[config.mk]
export PLATFORM = sky130hd
export DESIGN_NAME = row_gauss5
export DESIGN_NICKNAME = d
export VERILOG_FILES = /design/src/rtl/row_gauss5.sv
export SDC_FILE = /design/constraint.sdc
export NUM_CORES = 1
export LEC_CHECK = 0
export CORE_UTILIZATION = 45
export DETAILED_ROUTE_END_ITERATION = 6
export PLACE_DENSITY = 0.64
export SYNTH_ARGS = -nofsm -noshare
export SYNTH_HDL_FRONTEND = slang
export SYNTH_SLANG_ARGS = --single-unit
[constraint.sdc]
create_clock -name clk -period 7.57 [get_ports clk]
set_input_delay 1.514 -clock clk [delete_from_list [all_inputs] [get_ports clk]]
set_output_delay 1.514 -clock clk [all_outputs]
set_load 0.02 [all_outputs]
[src/rtl/row_gauss5.sv]
// Horizontal 5-tap symmetric Gaussian on a raster pixel stream.
// Edge pixels are replicated at both line borders. A fill/run/flush FSM frames each line.
// The result comes out two cycles after the window-completing accept or flush cycle.
// Optional build macro ROW_GAUSS5_BYPASS_EN adds the byp input. When byp is high the
// output becomes p[x] * (2*C0 + 2*C1 + C2), which keeps the gain of the filter.
module row_gauss5 #(
  parameter int unsigned DW = 8,
  parameter int unsigned CW = 4,
  parameter int unsigned C0 = 1,
  parameter int unsigned C1 = 4,
  parameter int unsigned C2 = 6,
  parameter int unsigned OW = 16
) (
  input  logic          clk,
  input  logic          rst_b,
  input  logic          din_vld,
  output logic          din_rdy,
  input  logic [DW-1:0] din,
  input  logic          din_sol,
  input  logic          din_eol,
`ifdef ROW_GAUSS5_BYPASS_EN
  input  logic          byp,
`endif
  output logic          dout_vld,
  output logic [OW-1:0] dout,
  output logic          dout_sol,
  output logic          dout_eol,
  output logic          err
);

  localparam int unsigned SW = DW + 1;       // pair sum
  localparam int unsigned PW = DW + CW + 1;  // product
  localparam int unsigned TW = DW + CW + 3;  // total

  localparam logic [CW-1:0] K0 = CW'(C0);
  localparam logic [CW-1:0] K1 = CW'(C1);
  localparam logic [CW-1:0] K2 = CW'(C2);

  typedef enum logic [1:0] {StIdle, StFill, StRun, StFlush} state_e;

  state_e state_q, state_d;

  // Index 0 holds w[-2], index 4 holds w[+2]; an accept shifts din in at index 4.
  logic [4:0][DW-1:0] win_q, win_d;
  logic               fill_q, fill_d;    // 0: waiting for p1, 1: waiting for p2
  logic               flush_q, flush_d;  // which of the two flush cycles
  logic               err_q, err_d;

  logic accept;
  logic start_line;
  logic iss, iss_sol, iss_eol;

  // Stage 1 operands and registers
  logic [SW-1:0] pair_a, pair_b;
  logic [DW-1:0] ctr;
  logic [PW-1:0] pa_d, pb_d, pc_d;
  logic [PW-1:0] pa_q, pb_q, pc_q;
  logic          vld1_q, sol1_q, eol1_q;

  // Stage 2 registers
  logic [TW-1:0] total;
  logic [OW-1:0] dout_q;
  logic          vld2_q, sol2_q, eol2_q;

  // Reset holds din_rdy low. Ready drops only during the two flush cycles.
  assign din_rdy = rst_b && (state_q != StFlush);
  assign accept  = din_vld && din_rdy;

  // Framing FSM next state, window update and compute issue
  always_comb begin
    state_d    = state_q;
    win_d      = win_q;
    fill_d     = fill_q;
    flush_d    = flush_q;
    err_d      = 1'b0;
    start_line = 1'b0;
    iss        = 1'b0;
    iss_sol    = 1'b0;
    iss_eol    = 1'b0;
    unique case (state_q)
      StIdle: begin
        // Non-sol accepts are dropped here.
        if (accept && din_sol) start_line = 1'b1;
      end
      StFill: begin
        if (accept) begin
          if (din_sol) begin
            err_d      = 1'b1;
            start_line = 1'b1;
          end else begin
            win_d = {din, win_q[4:1]};
            if (!fill_q) begin
              if (din_eol) begin
                // A 2-pixel line produces no output.
                err_d   = 1'b1;
                state_d = StIdle;
              end else begin
                fill_d = 1'b1;
              end
            end else begin
              iss     = 1'b1;
              iss_sol = 1'b1;
              if (din_eol) begin
                state_d = StFlush;
                flush_d = 1'b0;
              end else begin
                state_d = StRun;
              end
            end
          end
        end
      end
      StRun: begin
        if (accept) begin
          if (din_sol) begin
            // Abort the current line. Computes already issued drain normally.
            err_d      = 1'b1;
            start_line = 1'b1;
          end else begin
            win_d = {din, win_q[4:1]};
            iss   = 1'b1;
            if (din_eol) begin
              state_d = StFlush;
              flush_d = 1'b0;
            end
          end
        end
      end
      StFlush: begin
        // Replicate the last pixel to cover p[L] and p[L+1].
        win_d = {win_q[4], win_q[4:1]};
        iss   = 1'b1;
        if (flush_q) begin
          iss_eol = 1'b1;
          flush_d = 1'b0;
          state_d = StIdle;
        end else begin
          flush_d = 1'b1;
        end
      end
      default: state_d = StIdle;
    endcase

    if (start_line) begin
      win_d = {5{din}};
      if (din_eol) begin
        err_d   = 1'b1;
        state_d = StIdle;
      end else begin
        state_d = StFill;
        fill_d  = 1'b0;
      end
    end
  end

  // FSM state, window and error pulse registers
  always_ff @(posedge clk or negedge rst_b) begin
    if (!rst_b) begin
      state_q <= StIdle;
      win_q   <= '0;
      fill_q  <= 1'b0;
      flush_q <= 1'b0;
      err_q   <= 1'b0;
    end else begin
      state_q <= state_d;
      win_q   <= win_d;
      fill_q  <= fill_d;
      flush_q <= flush_d;
      err_q   <= err_d;
    end
  end

  // Stage 1 operands come from the window as it stands after this cycle's update.
  always_comb begin
    pair_a = SW'(win_d[0]) + SW'(win_d[4]);
    pair_b = SW'(win_d[1]) + SW'(win_d[3]);
    ctr    = win_d[2];
`ifdef ROW_GAUSS5_BYPASS_EN
    // Bypass: both pair sums become 2*centre, so the sum is p[x] times the full gain.
    if (byp) begin
      pair_a = {ctr, 1'b0};
      pair_b = {ctr, 1'b0};
    end
`endif
    pa_d = PW'(pair_a) * PW'(K0);
    pb_d = PW'(pair_b) * PW'(K1);
    pc_d = PW'(ctr) * PW'(K2);
  end

  assign total = TW'(pa_q) + TW'(pb_q) + TW'(pc_q);

  // Two-stage arithmetic pipeline. dout holds its value between valid outputs.
  always_ff @(posedge clk or negedge rst_b) begin
    if (!rst_b) begin
      pa_q   <= '0;
      pb_q   <= '0;
      pc_q   <= '0;
      vld1_q <= 1'b0;
      sol1_q <= 1'b0;
      eol1_q <= 1'b0;
      dout_q <= '0;
      vld2_q <= 1'b0;
      sol2_q <= 1'b0;
      eol2_q <= 1'b0;
    end else begin
      vld1_q <= iss;
      sol1_q <= iss_sol;
      eol1_q <= iss_eol;
      if (iss) begin
        pa_q <= pa_d;
        pb_q <= pb_d;
        pc_q <= pc_d;
      end
      vld2_q <= vld1_q;
      sol2_q <= sol1_q;
      eol2_q <= eol1_q;
      if (vld1_q) dout_q <= OW'(total);
    end
  end

  assign dout_vld = vld2_q;
  assign dout     = dout_q;
  assign dout_sol = sol2_q;
  assign dout_eol = eol2_q;
  assign err      = err_q;

endmodule

[Word-level counts from Yosys, hierarchy flattened]
Cells that the tools add are included.
Operators by class
  add/subtract/negate cells: 4
  multiply operators: 1
  eq/ne operators: 16
  multiplexer cells: 51
  reduce and logical (&&, ||, !) cells: 9
Operators by type and width (number)
  $mux 40: 3
  $pmux 40 s2: 1
  $mux 1: 33
  $add 8x8->9: 2
  $mux 2: 9
  $ne 3x3->1 const B: 6
  $add 12x11->13: 1
  $add 9x11->12: 1
  $ne 2x2->1 const B: 6
  $mul 8x2->10 const B: 1
  $reduce_and 8->1: 1
  $pmux 1 s3: 2
  $pmux 2 s3: 1
  $reduce_and 6->1: 1
  $eq 2x2->1 const B: 2
  $ne 4x4->1 const B: 1
  $pmux 1 s2: 2
  $reduce_bool 4->1: 1
  $logic_and 1x1->1: 3
  $reduce_bool 3->1: 1
  $eq 2x1->1 const B: 1
  $logic_not 2->1: 1
  $reduce_or 2->1: 1
Storage, ports and cells
  bits in registers: 94
  output and inout bits: 21
  word-level logic and storage cells: 100

[Logic depth before layout (Yosys ltp)]
  depth in word-level cells: 8
  depth in mapped cells: 19
  mapped depth without buffers: 16

[Worst setup path before layout]
OpenSTA, ideal clock, no wires.
  path type: input to register
  start point: input port din_sol
  end point: register pb_q[9]
  library setup time: 0.133 ns
  data arrival time: 4.122 ns
  required time: 7.437 ns
  slack: 3.315 ns
  stages on the path: 15
  path through: and4b_1 > o21a_1 > clkbuf_1 > buf_1 > a221oi_1 > nor2_1 > ha_1 > a21o_1 > a21oi_1 > o21bai_1 > a21oi_1 > o21bai_1 > a21oi_1 > xor2_1 > o21ai_0
RTL lines
  start, declared: line 19  | input logic din_sol,
  end signal, assigned: line 211  | pb_q <= pb_d;
  end, declared: line 57  | logic [PW-1:0] pa_q, pb_q, pc_q;

==> run summary <==
Outcome: completed
Share of post-route cells with drive strength above 1: 0.0728
Die Footprint: 12000 sq um
Max-slew headroom: 0.322
Final setup violation count: 0
WL per Instance: 17.0 um
Post-placement cell area: 5610 sq um
Critical R2R Launch: state_q[1]
I/O Pins: 34
Critical-path maximum fanout: 31
CTS tree: built
Power Density: 456 nW/um^2
Post-route clock skew: 0.0118 ns
Initial antenna violation count: 0
Req. time, crit path: 7.77 ns
Clock buffer count from CTS: 9
Cell Chain, Critical Path: clkdlybuf4s50_1 -> nand4bb_1 -> a21o_1 -> nor2_1 -> nor2_1 -> a22o_1 -> ha_1 -> a21o_1 -> a21oi_1 -> o21bai_1 -> a21oi_1 -> o21bai_1 -> a21oi_1 -> xor2_1 -> o21ai_0
Synth Area in XOR/XNOR: 0.0404
FF-to-FF End: pa_q[7]
Setup TNS: 0 ns
Drc violations: 0
Starting DRT DRC Count: 247
Setup crit start kind: primary input
Synth Area in Adders: 0.137
Port Buf Inserts: 30
Worst-Margin Slew: 1.02 ns
Vias per std cell: 5.75
Grt total ovfl: 0
P&R area growth vs syn: 13.1%
Mapped cell area: 5200 sq um
Critical path's largest stage delay: 0.79 ns
Vias in the first global route: 3961
Worst Reg-to-Reg Cells: 15
CTS clk-pin slew, worst paths: 0.06 ns
Top cell type's share of synthesized area: 0.443
CTS hold repair buffers: 0
DP Wirelength: 8.13 mm
Sequential area share after synthesis: 0.443
Max Clock Freq: 192 MHz
Clock sink count: 92
Root Buffer: clkbuf_16
Post-layout nets: 596
FF+latch area: 2300 sq um
Final instance area: 5880 sq um
Die height: 109 um
Leak pwr: 2.78 nW
Hold Path Class: reg2reg
Main combinational cell family by area after synthesis: compound AO/OA/AOI/OAI gates
Crit Path Category: in2reg
CP startpoint: din_sol
Most used DFF post-synth: dfrtp_1
Fraction of registers with async set/reset: 1.00
Final ANT Viol Nets: 0
Hold Fails Final Rpt: 0
Row count: 38
Compound-Gate Fraction of Synth Area: 0.192
Clk Latency, worst-skew pair: 0.34 ns
Antenna Cells: 0
Period utilization: 0.689
Post-synth EDFFs: 0
Clock Path Buffers: 2
Slowest-stage cell, CP: a21o_1
Initial core utilization: 0.471
Worst EP arrival: 5.42 ns
Most frequent cells after synthesis: dfrtp_1, nor2_1, nand2_1
First-pass GRT wire length: 19.6 mm
Multi-input logic area: 2710 sq um
CP endpoint kind: flop
Yosys warns: 0
CP dominant cell by count: a21oi_1
Fillcell total: 1000
Mapped Cells: 508
Total Wirelength: 11.5 mm
Synth cell types: 59
Syn avg cell area: 10.2 sq um
Count of state elements after synthesis: 92
Vias: 3885
Post_cts resized: 0
DR pass1 iterations: 4
Setup Fix Bufs, Post-CTS: 0
Largest cells by area after synthesis: dfrtp_1, ha_1, a221oi_1
RSZ-0062 raised after global routing: false
CP Capture Point: pa_q[7]
Total of max-cap violations: 0
Top-count cell post-synth: dfrtp_1
Slew Viols, Final: 0
Die Wd: 109 um
Number of H-tree levels: 3
Mux share of post-synthesis cell area: 0.0173
GRT Util Overall: 0.215
Max VDD drop: 198 uV
Reg2Reg Setup Slack: 3.16 ns
Dominant cell type by area after synthesis: dfrtp_1
RePlAce Congestion: 0.879
Core Box Area: 11000 sq um
Final worst path period need: 5.21 ns
Largest net degree at the start of global routing: 59
Simple-gate share of the synthesized area: 0.131
-- power breakdown --
part | internal (mW) | switching, mW | total [mW]
clock network | 0.239 | 0.180 | 0.419
registers | 0.688 | 0.130 | 0.818
logic | 0.620 | 0.826 | 1.45
-- cell type report --
type,instances,share of cell area
repair buffers,33,0.0545
well taps,140,0.0298
inverters,28,0.0179
clock buffers,14,0.0449
flip-flops and latches,92,0.392
multi-input cells,368,0.460
clock inverters,1,0.00128
-- logic make-up (layout without fill, tap and decap cells) --
kind of cell	Yosys count	in the layout
adders and majority gates	51	51
DFF	92	92
and+or+nand+nor	142	142
AOI/OAI and AO/OA	140	140
muxes	8	8
other	1	3
xor gates and xnor gates	24	24
buffers and inverters	50	76
-- layout by cell type, fill, tap and decap left out, types with 9 or more instances in the layout --
cell	n
dfrtp_1	92
o21ai_0	23
fa_1	10
clkdlybuf4s50_1	29
clkbuf_16	9
nand2_1	46
nor2_1	57
xnor2_1	16
ha_1	41
inv_1	27
o21ai_1	9
a221oi_1	29
nor3_1	10
a21oi_1	27
-- metrics by stage --
| stage | hold WS, ns | setup WS, ns | std cells | total power, mW | utilization |
|---|---|---|---|---|---|
| 6_report | 0.348 | 2.36 | 676 | 2.68 | 0.533 |
| 4_1_cts | 0.350 | 2.40 | 676 | 2.70 | 0.533 |
| 2_1_floorplan | 0.331 | 3.32 | 510 | 1.88 | - |
| 5_1_grt | 0.359 | 1.93 | 676 | 2.93 | 0.533 |
| 3_3_place_gp | 0.336 | 2.25 | 661 | 2.24 | 0.508 |
| 3_5_place_dp | 0.336 | 2.05 | 661 | 2.27 | 0.508 |
-- state kept, by name (all words and copies together) (netlist names) --
signal and cells:
pc_q 10, sol1_q 1, dout_vld 1, fill_q 1, dout_sol 1, state_q 2
win_q 40, pb_q 9, dout_eol 1, flush_q 1, pa_q 9, vld1_q 1
err 1, eol1_q 1, dout 13
-- routing by layer --
layer | vias up | GRT usage | part of all wire
met4 | 0 | 0.0790 | 0.017
li1 | 1851 | - | -
met5 | - | 0 | 0
met3 | 13 | 0.0326 | 0.026
met2 | 81 | 0.376 | 0.49
met1 | 1940 | 0.269 | 0.46
-- worst max-delay path, delay by kind of cell --
| kind | cells | cell delay (ns) |
|---|---|---|
| AOI/OAI and AO/OA | 9 | 2.07 |
| xor gates and xnor gates | 1 | 0.15 |
| adders and majority gates | 1 | 0.25 |
| buffers and inverters | 1 | 0.62 |
| and+or+nand+nor | 3 | 0.81 |
-- worst min path at each step --
stage               slack [ns]        to  cells past startpoint    from
floorplan                 0.33  dout_eol                      0  eol1_q
finish                    0.35  dout_sol                      0  sol1_q
global route              0.36  dout_sol                      0  sol1_q
detailed placement        0.34  dout_sol                      0  sol1_q
global placement          0.34  dout_sol                      0  sol1_q
CTS                       0.35  dout_sol                      0  sol1_q
Note: power is estimated with default switching activity, not from simulation.
